===== config.mk =====
export PLATFORM = sky130hd
export DESIGN_NAME = alu_sequencer_flat
export DESIGN_NICKNAME = d
export VERILOG_FILES = /design/src/rtl/alu_pkg.sv /design/src/rtl/alu_sequencer_if.sv /design/src/rtl/rr_arbiter2.sv /design/src/rtl/alu_sequencer.sv /design/src/flat_wrapper.sv
export SDC_FILE = /design/constraint.sdc
export NUM_CORES = 1
export LEC_CHECK = 0
export CAP_MARGIN = 20
export CORE_UTILIZATION = 41
export DETAILED_ROUTE_END_ITERATION = 8
export GPL_ROUTABILITY_DRIVEN = 0
export PLACE_DENSITY = 0.88
export REMOVE_ABC_BUFFERS = 1
export SYNTH_ARGS = -nofsm -noshare
export SYNTH_HDL_FRONTEND = slang
export SYNTH_SLANG_ARGS = --single-unit

===== constraint.sdc =====
create_clock -name clk -period 2.36 [get_ports clk]
set_clock_uncertainty 0.2 [all_clocks]
set_input_delay 0.236 -clock clk [delete_from_list [all_inputs] [get_ports clk]]
set_output_delay 0.236 -clock clk [all_outputs]
set_load 0.05 [all_outputs]

===== src/rtl/alu_pkg.sv =====
// Shared constants, command encodings and sequencer state for the ALU sequencer.
package alu_pkg;
  localparam int ALU_W = 16;

  localparam logic [2:0] ALU_ADD      = 3'd0;
  localparam logic [2:0] ALU_SUB      = 3'd1;
  localparam logic [2:0] ALU_AND      = 3'd2;
  localparam logic [2:0] ALU_MUL_HI   = 3'd3;
  localparam logic [2:0] ALU_MUL_LO   = 3'd4;
  localparam logic [2:0] ALU_DIV      = 3'd5;
  localparam logic [2:0] ALU_MOD      = 3'd6;
  localparam logic [2:0] ALU_MUL_FULL = 3'd7;

  typedef enum logic [2:0] {
    S_IDLE, S_EXEC, S_EXEC_LO, S_EXEC_HI, S_RESP
  } seq_state_e;
endpackage


===== src/rtl/alu_sequencer_if.sv =====
// Request/response bundle between the instruction front-ends and the sequencer.
interface alu_sequencer_if #(parameter int W = 16, parameter int NREQ = 2);
  logic [NREQ-1:0]        req_valid;
  logic [NREQ-1:0]        req_ready;
  logic [NREQ-1:0][2:0]   req_cmd;
  logic [NREQ-1:0][W-1:0] req_a;
  logic [NREQ-1:0][W-1:0] req_b;
  logic                   rsp_valid;
  logic                   rsp_ready;
  logic                   rsp_id;
  logic [W-1:0]           rsp_result;
  logic [W-1:0]           rsp_result_hi;
  logic                   rsp_zero;
  logic                   rsp_err;

  modport master (
    output req_valid, req_cmd, req_a, req_b, rsp_ready,
    input  req_ready, rsp_valid, rsp_id, rsp_result, rsp_result_hi, rsp_zero, rsp_err
  );
  modport slave (
    input  req_valid, req_cmd, req_a, req_b, rsp_ready,
    output req_ready, rsp_valid, rsp_id, rsp_result, rsp_result_hi, rsp_zero, rsp_err
  );
endinterface


===== src/rtl/rr_arbiter2.sv =====
// Two-requester round-robin arbiter; priority goes to the requester not granted last.
module rr_arbiter2 (
  input  logic       clk,
  input  logic       rst_n,
  input  logic       en,
  input  logic [1:0] req,
  output logic [1:0] gnt
);
  // last=1 means requester 1 was granted last, so requester 0 has priority
  logic last;

  always_comb begin
    gnt = 2'b00;
    if (en) begin
      if (&req) gnt = last ? 2'b01 : 2'b10;
      else      gnt = req;
    end
  end

  always_ff @(posedge clk) begin
    if (!rst_n)    last <= 1'b1;
    else if (|gnt) last <= gnt[1];
  end
endmodule


===== src/rtl/alu_sequencer.sv =====
// Shares one combinational ALU between two requesters with two-pass MUL_FULL.
// Optional divide-by-zero bypass: define ALU_DIVZERO_CHECK_EN.
module alu_sequencer
  import alu_pkg::*;
#(
  parameter int W    = ALU_W,
  parameter int NREQ = 2
) (
  input  logic                clk,
  input  logic                rst_n,
  alu_sequencer_if.slave      bus,
  output logic [W-1:0]        alu_a,
  output logic [W-1:0]        alu_b,
  output logic [2:0]          alu_command,
  input  logic [W-1:0]        alu_result,
  input  logic                alu_zero,
  output logic [15:0]         ops_done
);
  seq_state_e      state, state_nx;
  logic [NREQ-1:0] gnt;
  logic            grant_en, acc, sel, divz, err_pend, hs;
  logic [2:0]      cmd_sel;
  logic [W-1:0]    a_sel, b_sel;

  assign grant_en = (state == S_IDLE) && rst_n;

  rr_arbiter2 u_arb (
    .clk   (clk),
    .rst_n (rst_n),
    .en    (grant_en),
    .req   (bus.req_valid),
    .gnt   (gnt)
  );

  assign bus.req_ready = gnt;
  assign acc     = |gnt;
  assign sel     = gnt[1];
  assign cmd_sel = bus.req_cmd[sel];
  assign a_sel   = bus.req_a[sel];
  assign b_sel   = bus.req_b[sel];
  assign hs      = bus.rsp_valid && bus.rsp_ready;

`ifdef ALU_DIVZERO_CHECK_EN
  logic err_q;
  assign divz = ((cmd_sel == ALU_DIV) || (cmd_sel == ALU_MOD)) && (b_sel == '0);

  // err_pend delays rsp_valid one cycle so the bypass matches the EXEC latency
  always_ff @(posedge clk) begin
    if (!rst_n) begin
      err_q    <= 1'b0;
      err_pend <= 1'b0;
    end else if (state == S_IDLE && acc) begin
      err_q    <= divz;
      err_pend <= divz;
    end else begin
      err_pend <= 1'b0;
    end
  end
  assign bus.rsp_err = err_q;
`else
  assign divz        = 1'b0;
  assign err_pend    = 1'b0;
  assign bus.rsp_err = 1'b0;
`endif

  always_ff @(posedge clk) begin
    if (!rst_n) state <= S_IDLE;
    else        state <= state_nx;
  end

  always_comb begin
    state_nx = state;
    unique case (state)
      S_IDLE: if (acc) begin
        if (divz)                         state_nx = S_RESP;
        else if (cmd_sel == ALU_MUL_FULL) state_nx = S_EXEC_LO;
        else                              state_nx = S_EXEC;
      end
      S_EXEC:    state_nx = S_RESP;
      S_EXEC_LO: state_nx = S_EXEC_HI;
      S_EXEC_HI: state_nx = S_RESP;
      S_RESP:    if (hs) state_nx = S_IDLE;
      default:   state_nx = S_IDLE;
    endcase
  end

  always_ff @(posedge clk) begin
    if (!rst_n) begin
      alu_a             <= '0;
      alu_b             <= '0;
      alu_command       <= '0;
      bus.rsp_valid     <= 1'b0;
      bus.rsp_id        <= 1'b0;
      bus.rsp_result    <= '0;
      bus.rsp_result_hi <= '0;
      bus.rsp_zero      <= 1'b0;
      ops_done          <= '0;
    end else begin
      unique case (state)
        S_IDLE: if (acc) begin
          bus.rsp_id <= sel;
          if (divz) begin
            bus.rsp_result    <= {W{1'b1}};
            bus.rsp_result_hi <= '0;
            bus.rsp_zero      <= 1'b0;
          end else begin
            alu_a       <= a_sel;
            alu_b       <= b_sel;
            alu_command <= (cmd_sel == ALU_MUL_FULL) ? ALU_MUL_LO : cmd_sel;
          end
        end
        S_EXEC: begin
          bus.rsp_result    <= alu_result;
          bus.rsp_result_hi <= '0;
          bus.rsp_zero      <= alu_zero;
          bus.rsp_valid     <= 1'b1;
        end
        S_EXEC_LO: begin
          bus.rsp_result <= alu_result;
          alu_command    <= ALU_MUL_HI;
        end
        S_EXEC_HI: begin
          bus.rsp_result_hi <= alu_result;
          bus.rsp_zero      <= alu_zero;
          bus.rsp_valid     <= 1'b1;
        end
        S_RESP: begin
          if (err_pend) begin
            bus.rsp_valid <= 1'b1;
          end else if (hs) begin
            bus.rsp_valid <= 1'b0;
            ops_done      <= ops_done + 16'd1;
          end
        end
        default: ;
      endcase
    end
  end
endmodule

===== src/flat_wrapper.sv =====
// flat-port wrapper written by rule: the top's interface ports become plain ports
module alu_sequencer_flat import alu_pkg::*;
#(
  parameter int W    = ALU_W,
  parameter int NREQ = 2
)
  (clk, rst_n, alu_a, alu_b, alu_command, alu_result, alu_zero, ops_done, bus_req_valid, bus_req_cmd, bus_req_a, bus_req_b, bus_rsp_ready, bus_req_ready, bus_rsp_valid, bus_rsp_id, bus_rsp_result, bus_rsp_result_hi, bus_rsp_zero, bus_rsp_err);
  alu_sequencer_if #(.W(W), .NREQ(NREQ)) bus_i ();
  input  logic clk;
  input  logic rst_n;
  output logic [W-1:0] alu_a;
  output logic [W-1:0] alu_b;
  output logic [2:0] alu_command;
  input  logic [W-1:0] alu_result;
  input  logic alu_zero;
  output logic [15:0] ops_done;
  input wire logic [$bits(bus_i.req_valid)-1:0] bus_req_valid;
  input wire logic [$bits(bus_i.req_cmd)-1:0] bus_req_cmd;
  input wire logic [$bits(bus_i.req_a)-1:0] bus_req_a;
  input wire logic [$bits(bus_i.req_b)-1:0] bus_req_b;
  input wire logic [$bits(bus_i.rsp_ready)-1:0] bus_rsp_ready;
  output wire logic [$bits(bus_i.req_ready)-1:0] bus_req_ready;
  output wire logic [$bits(bus_i.rsp_valid)-1:0] bus_rsp_valid;
  output wire logic [$bits(bus_i.rsp_id)-1:0] bus_rsp_id;
  output wire logic [$bits(bus_i.rsp_result)-1:0] bus_rsp_result;
  output wire logic [$bits(bus_i.rsp_result_hi)-1:0] bus_rsp_result_hi;
  output wire logic [$bits(bus_i.rsp_zero)-1:0] bus_rsp_zero;
  output wire logic [$bits(bus_i.rsp_err)-1:0] bus_rsp_err;
  assign bus_i.req_valid = bus_req_valid;
  assign bus_i.req_cmd = bus_req_cmd;
  assign bus_i.req_a = bus_req_a;
  assign bus_i.req_b = bus_req_b;
  assign bus_i.rsp_ready = bus_rsp_ready;
  assign bus_req_ready = bus_i.req_ready;
  assign bus_rsp_valid = bus_i.rsp_valid;
  assign bus_rsp_id = bus_i.rsp_id;
  assign bus_rsp_result = bus_i.rsp_result;
  assign bus_rsp_result_hi = bus_i.rsp_result_hi;
  assign bus_rsp_zero = bus_i.rsp_zero;
  assign bus_rsp_err = bus_i.rsp_err;
  alu_sequencer #(.W(W), .NREQ(NREQ)) u_core (.clk(clk), .rst_n(rst_n), .bus(bus_i), .alu_a(alu_a), .alu_b(alu_b), .alu_command(alu_command), .alu_result(alu_result), .alu_zero(alu_zero), .ops_done(ops_done));
endmodule

==> PnR_summary.wiki <==
{| class="wikitable"
! Metric !! Value
|-
| Kind of end point of the critical path || output port
|-
| CP dominant cell by count || sky130_fd_sc_hd__buf_4
|-
| Critical path required time || 1920 ps
|-
| Clock tree from TritonCTS || built
|-
| Total negative slack || 0 ps
|-
| Fin. max-slew vios || 0
|-
| Core Box Area || 8810 sq um
|-
| Reg2reg setup slack || 330 ps
|-
| Drt pass-1 iters || 7
|-
| Worst slew margin || 0.580
|-
| Critical R2R Launch || u_core.ops_done[0]
|-
| Sequence of cells on the critical path || buf_4 > nor4b_4 > buf_4 > and3_1 > buf_12
|-
| Data arrival time of the worst path || 1800 ps
|-
| Per-cell routed wire length || 15.0 um
|-
| Hold buffer count at cts || 0
|-
| Total routing usage reported by global routing || 0.231
|-
| Total number of nets in the final design || 713
|-
| Number of vias per cell || 5.27
|-
| Count of buffering cells on the critical path with inverters included || 3
|-
| Power per cell area || 690 nW/um^2
|-
| Violations in the final reports || DRC
|-
| Clock transition at the registers of the reported paths || 100 ps
|-
| Seq/Total Area, Yosys || 0.477
|-
| Signed area change from the synthesized netlist to the final layout || 55.0%
|-
| Start point of the worst hold path || bus_req_a[8]
|-
| Final period demand of the worst path || 2230 ps
|-
| Insertion delay of the later-clocked pin in the worst-skew pair || 350 ps
|-
| Mean post-synth cell area || 8.35 sq um
|-
| Dpl hpwl || 8070 um
|-
| Starting density of the core || 0.429
|-
| Final Setup Violations || 0
|-
| Critical path startpoint category || flip-flop
|-
| Prevailing post-synth register cell || sky130_fd_sc_hd__dfxtp_1
|-
| CP Max Fanout || 9
|-
| Layout Utilization || 0.664
|-
| I/O Buffers || 179
|-
| Terminus of the critical flop-to-flop path || u_core.ops_done[14]
|-
| Clk buf depth || 2
|-
| Height of the die || 97.9 um
|-
| Cell area after technology mapping || 3770 sq um
|-
| Share of the clock period used by the worst path || 0.946
|-
| Antenna violations before repair || 0
|-
| Clock root buffer || sky130_fd_sc_hd__clkbuf_8
|-
| Worst slew pin tran || 631 ps
|-
| Final wirelength || 11000 um
|-
| Top Ports || 181
|-
| Detailed Route Iter0 Violations || 118
|-
| Crit-path leading delay family || buffers and inverters
|-
| Non-Filler Instances || 733
|-
| Final Hold Vio Count || 0
|-
| Site row count || 34
|-
| H-tree levels || 3
|-
| Slowest cell on the critical path || sky130_fd_sc_hd__dfxtp_2
|-
| Number of antenna-violating nets in the routed design || 0
|-
| WS Path Type || flip-flop to output port
|-
| Async SR Flop Fraction || 0
|-
| Result of the run || finished, violations left
|-
| Overall power consumption || 4.04 mW
|-
| Number of diodes added for antenna fixing || 0
|-
| Library cell occupying the most area in the post-synthesis netlist || sky130_fd_sc_hd__dfxtp_1
|-
| Num CTS Buffers || 9
|-
| Fmax achieved || 448 MHz
|-
| Instance count after placement with tap cells included || 717
|-
| Synth cell types || 46
|-
| Gr ovfl total || 0
|-
| Wire length of the first global-routing pass || 17900 um
|-
| Die Footprint || 9590 sq um
|-
| Sinks on the clock net || 90
|-
| Area contributors post-synth || sky130_fd_sc_hd__dfxtp_1 48%, sky130_fd_sc_hd__nand2_1 9.8%, sky130_fd_sc_hd__a31oi_1 5.5%, sky130_fd_sc_hd__mux2i_1 5.3%, sky130_fd_sc_hd__o21ai_0 5.2%
|-
| DRC Markers || 9
|-
| Share of the synthesized area in the top cell type || 0.477
|-
| Flop and latch count out of synthesis || 90
|-
| Chip Width || 97.9 um
|-
| Number of warnings printed during yosys synthesis || 0
|-
| CP peak stage delay || 390 ps
|-
| Count of buffers added by post-CTS timing repair for setup || 0
|-
| Total number of vias || 3863
|-
| Maximum number of pins on one net before global-route repair || 70
|-
| Number of maximum-capacitance constraint violations || 0
|-
| Number of flops mapped to enable cells by yosys || 0
|-
| IR drop worst, VDD || 416 uV
|-
| Endpoint of the worst hold path || u_core.alu_a[8]
|-
| R2r worst-path depth || 5
|-
| Vias in the first global route || 3862
|-
| Unrepaired setup endpoints after global routing || no
|-
| Synth Instances || 452
|-
| Number of stages on the worst hold path || 3
|-
| Ratio of cells with drive above 1 in the final layout || 0.0624
|-
| Lkg Pwr || 2.17 nW
|-
| Hold Crit Class || input port to flip-flop
|}
-- sequential cells by signal, indices dropped and copies added, names as in the netlist --
signal,count
u_core.alu_a,16
u_core.alu_b,16
u_core.alu_command,3
u_core.bus.rsp_id,1
u_core.bus.rsp_result,16
u_core.bus.rsp_result_hi,16
u_core.bus.rsp_valid,1
u_core.bus.rsp_zero,1
u_core.ops_done,16
u_core.state,3
u_core.u_arb.last,1
-- area by class of cell --
cell class	instances	area, sq um
Clock buffer	9	124
Clock inverter	7	67.6
Fill cell	685	2960
Inverter	3	11.3
Multi-Input combinational cell	325	1780
Sequential cell	90	1800
Tap cell	108	135
Timing Repair Buffer	191	1930
-- how the worst max path moves through the flow --
stage / slack (ps) / from / to / cells past startpoint
after floorplan: -290 / u_core.state[1] / u_core.alu_command[1] / 4
after global placement: 210 / bus_req_valid[1] / u_core.state[0] / 6
after detailed placement: 120 / bus_req_valid[1] / u_core.alu_b[7] / 7
after CTS: 30 / u_core.state[1] / bus_req_ready[0] / 5
after global routing: 40 / u_core.state[1] / bus_req_ready[0] / 5
final: 130 / u_core.state[1] / bus_req_ready[0] / 5
-- Yosys cell counts, types with 4 or more instances --
master                     instances
sky130_fd_sc_hd__nand3_1          23
sky130_fd_sc_hd__nand2b_1          4
sky130_fd_sc_hd__buf_4             5
sky130_fd_sc_hd__nand2_1          99
sky130_fd_sc_hd__a31oi_1          33
sky130_fd_sc_hd__mux2i_1          20
sky130_fd_sc_hd__xnor2_1           6
sky130_fd_sc_hd__buf_2             8
sky130_fd_sc_hd__nor2_1           28
sky130_fd_sc_hd__clkbuf_1         17
sky130_fd_sc_hd__nand4_1           7
sky130_fd_sc_hd__dfxtp_1          90
sky130_fd_sc_hd__o21ai_0          39
sky130_fd_sc_hd__a21oi_1          27
-- worst register-to-register path: cells and delay by family (launching register included) --
kind	cells	cell delay, ps
AO/OA/AOI/OAI	1	160
adder cells (fa/ha/maj)	1	190
flip-flops	1	410
AND/OR/NAND/NOR	3	1000
-- timing repair --
action,in CTS,in global routing
setup endpoints to repair,0,1
endpoints found under the hold margin,0,0
gates resized for setup,0,1
-- kinds of logic (layout without fill, tap and decap cells) --
group / after synthesis / after routing / share of synthesized area
fa+ha+maj: 1 / 1 / 0.00332
other cells: 1 / 1 / 0.000994
buf+inv: 37 / 210 / 0.0504
flops: 90 / 90 / 0.477
mux: 20 / 20 / 0.0530
xor+xnor: 9 / 9 / 0.0209
simple gates: 182 / 182 / 0.223
compound gates: 112 / 112 / 0.170
-- stage by stage --
step / setup slack, ps / hold slack, ps / area, sq um
after CTS: 26.3 / 228 / 5850
after floorplan: -294 / 125 / 3590
after global routing: 39.0 / 233 / 5850
after global placement: 214 / 238 / 5660
after detailed placement: 119 / 246 / 5660
final: 129 / 240 / 5850
-- placed cells by master (no fill, tap or decap), types with 2 or more instances in the layout --
master                            synthesis  layout
sky130_fd_sc_hd__dfxtp_1                 90      89
sky130_fd_sc_hd__a21boi_0                 2       2
sky130_fd_sc_hd__o31ai_1                  2       2
sky130_fd_sc_hd__xor2_1                   3       3
sky130_fd_sc_hd__buf_12                   0       4
sky130_fd_sc_hd__clkdlybuf4s50_1          0     177
sky130_fd_sc_hd__nor4_1                   3       3
sky130_fd_sc_hd__clkinv_4                 0       2
sky130_fd_sc_hd__and4_1                   2       2
sky130_fd_sc_hd__inv_8                    0       3
sky130_fd_sc_hd__inv_1                    2       2
sky130_fd_sc_hd__nand3_1                 23      23
sky130_fd_sc_hd__a31oi_1                 33      33
sky130_fd_sc_hd__mux2i_1                 20      20
sky130_fd_sc_hd__and3_1                   3       3
sky130_fd_sc_hd__nand4_1                  7       7
sky130_fd_sc_hd__a21oi_1                 27      27
sky130_fd_sc_hd__or4_1                    2       2
sky130_fd_sc_hd__o211ai_1                 2       2
sky130_fd_sc_hd__nor2_1                  28      28
sky130_fd_sc_hd__o21ai_0                 39      39
sky130_fd_sc_hd__nand2_1                 99      99
sky130_fd_sc_hd__buf_4                    5      10
sky130_fd_sc_hd__clkbuf_8                 0       9
sky130_fd_sc_hd__xnor2_1                  6       6
sky130_fd_sc_hd__nand2b_1                 4       4
-- metal layers --
layer,track usage,up-vias,share of wire
met1,0.239,1782,0.37
met4,0.0746,0,0.014
li1,-,1908,-
met5,0,-,0
met2,0.433,159,0.53
met3,0.0780,14,0.088
-- power by group --
| part | switching, mW | internal [mW] | leakage (nW) |
|---|---|---|---|
| combinational | 0.790 | 0.505 | 1.34 |
| sequential | 0.0792 | 1.65 | 0.735 |
| clock | 0.607 | 0.413 | 0.0958 |
| total | 1.48 | 2.56 | 2.17 |
Note: power is estimated with default switching activity, not from simulation.
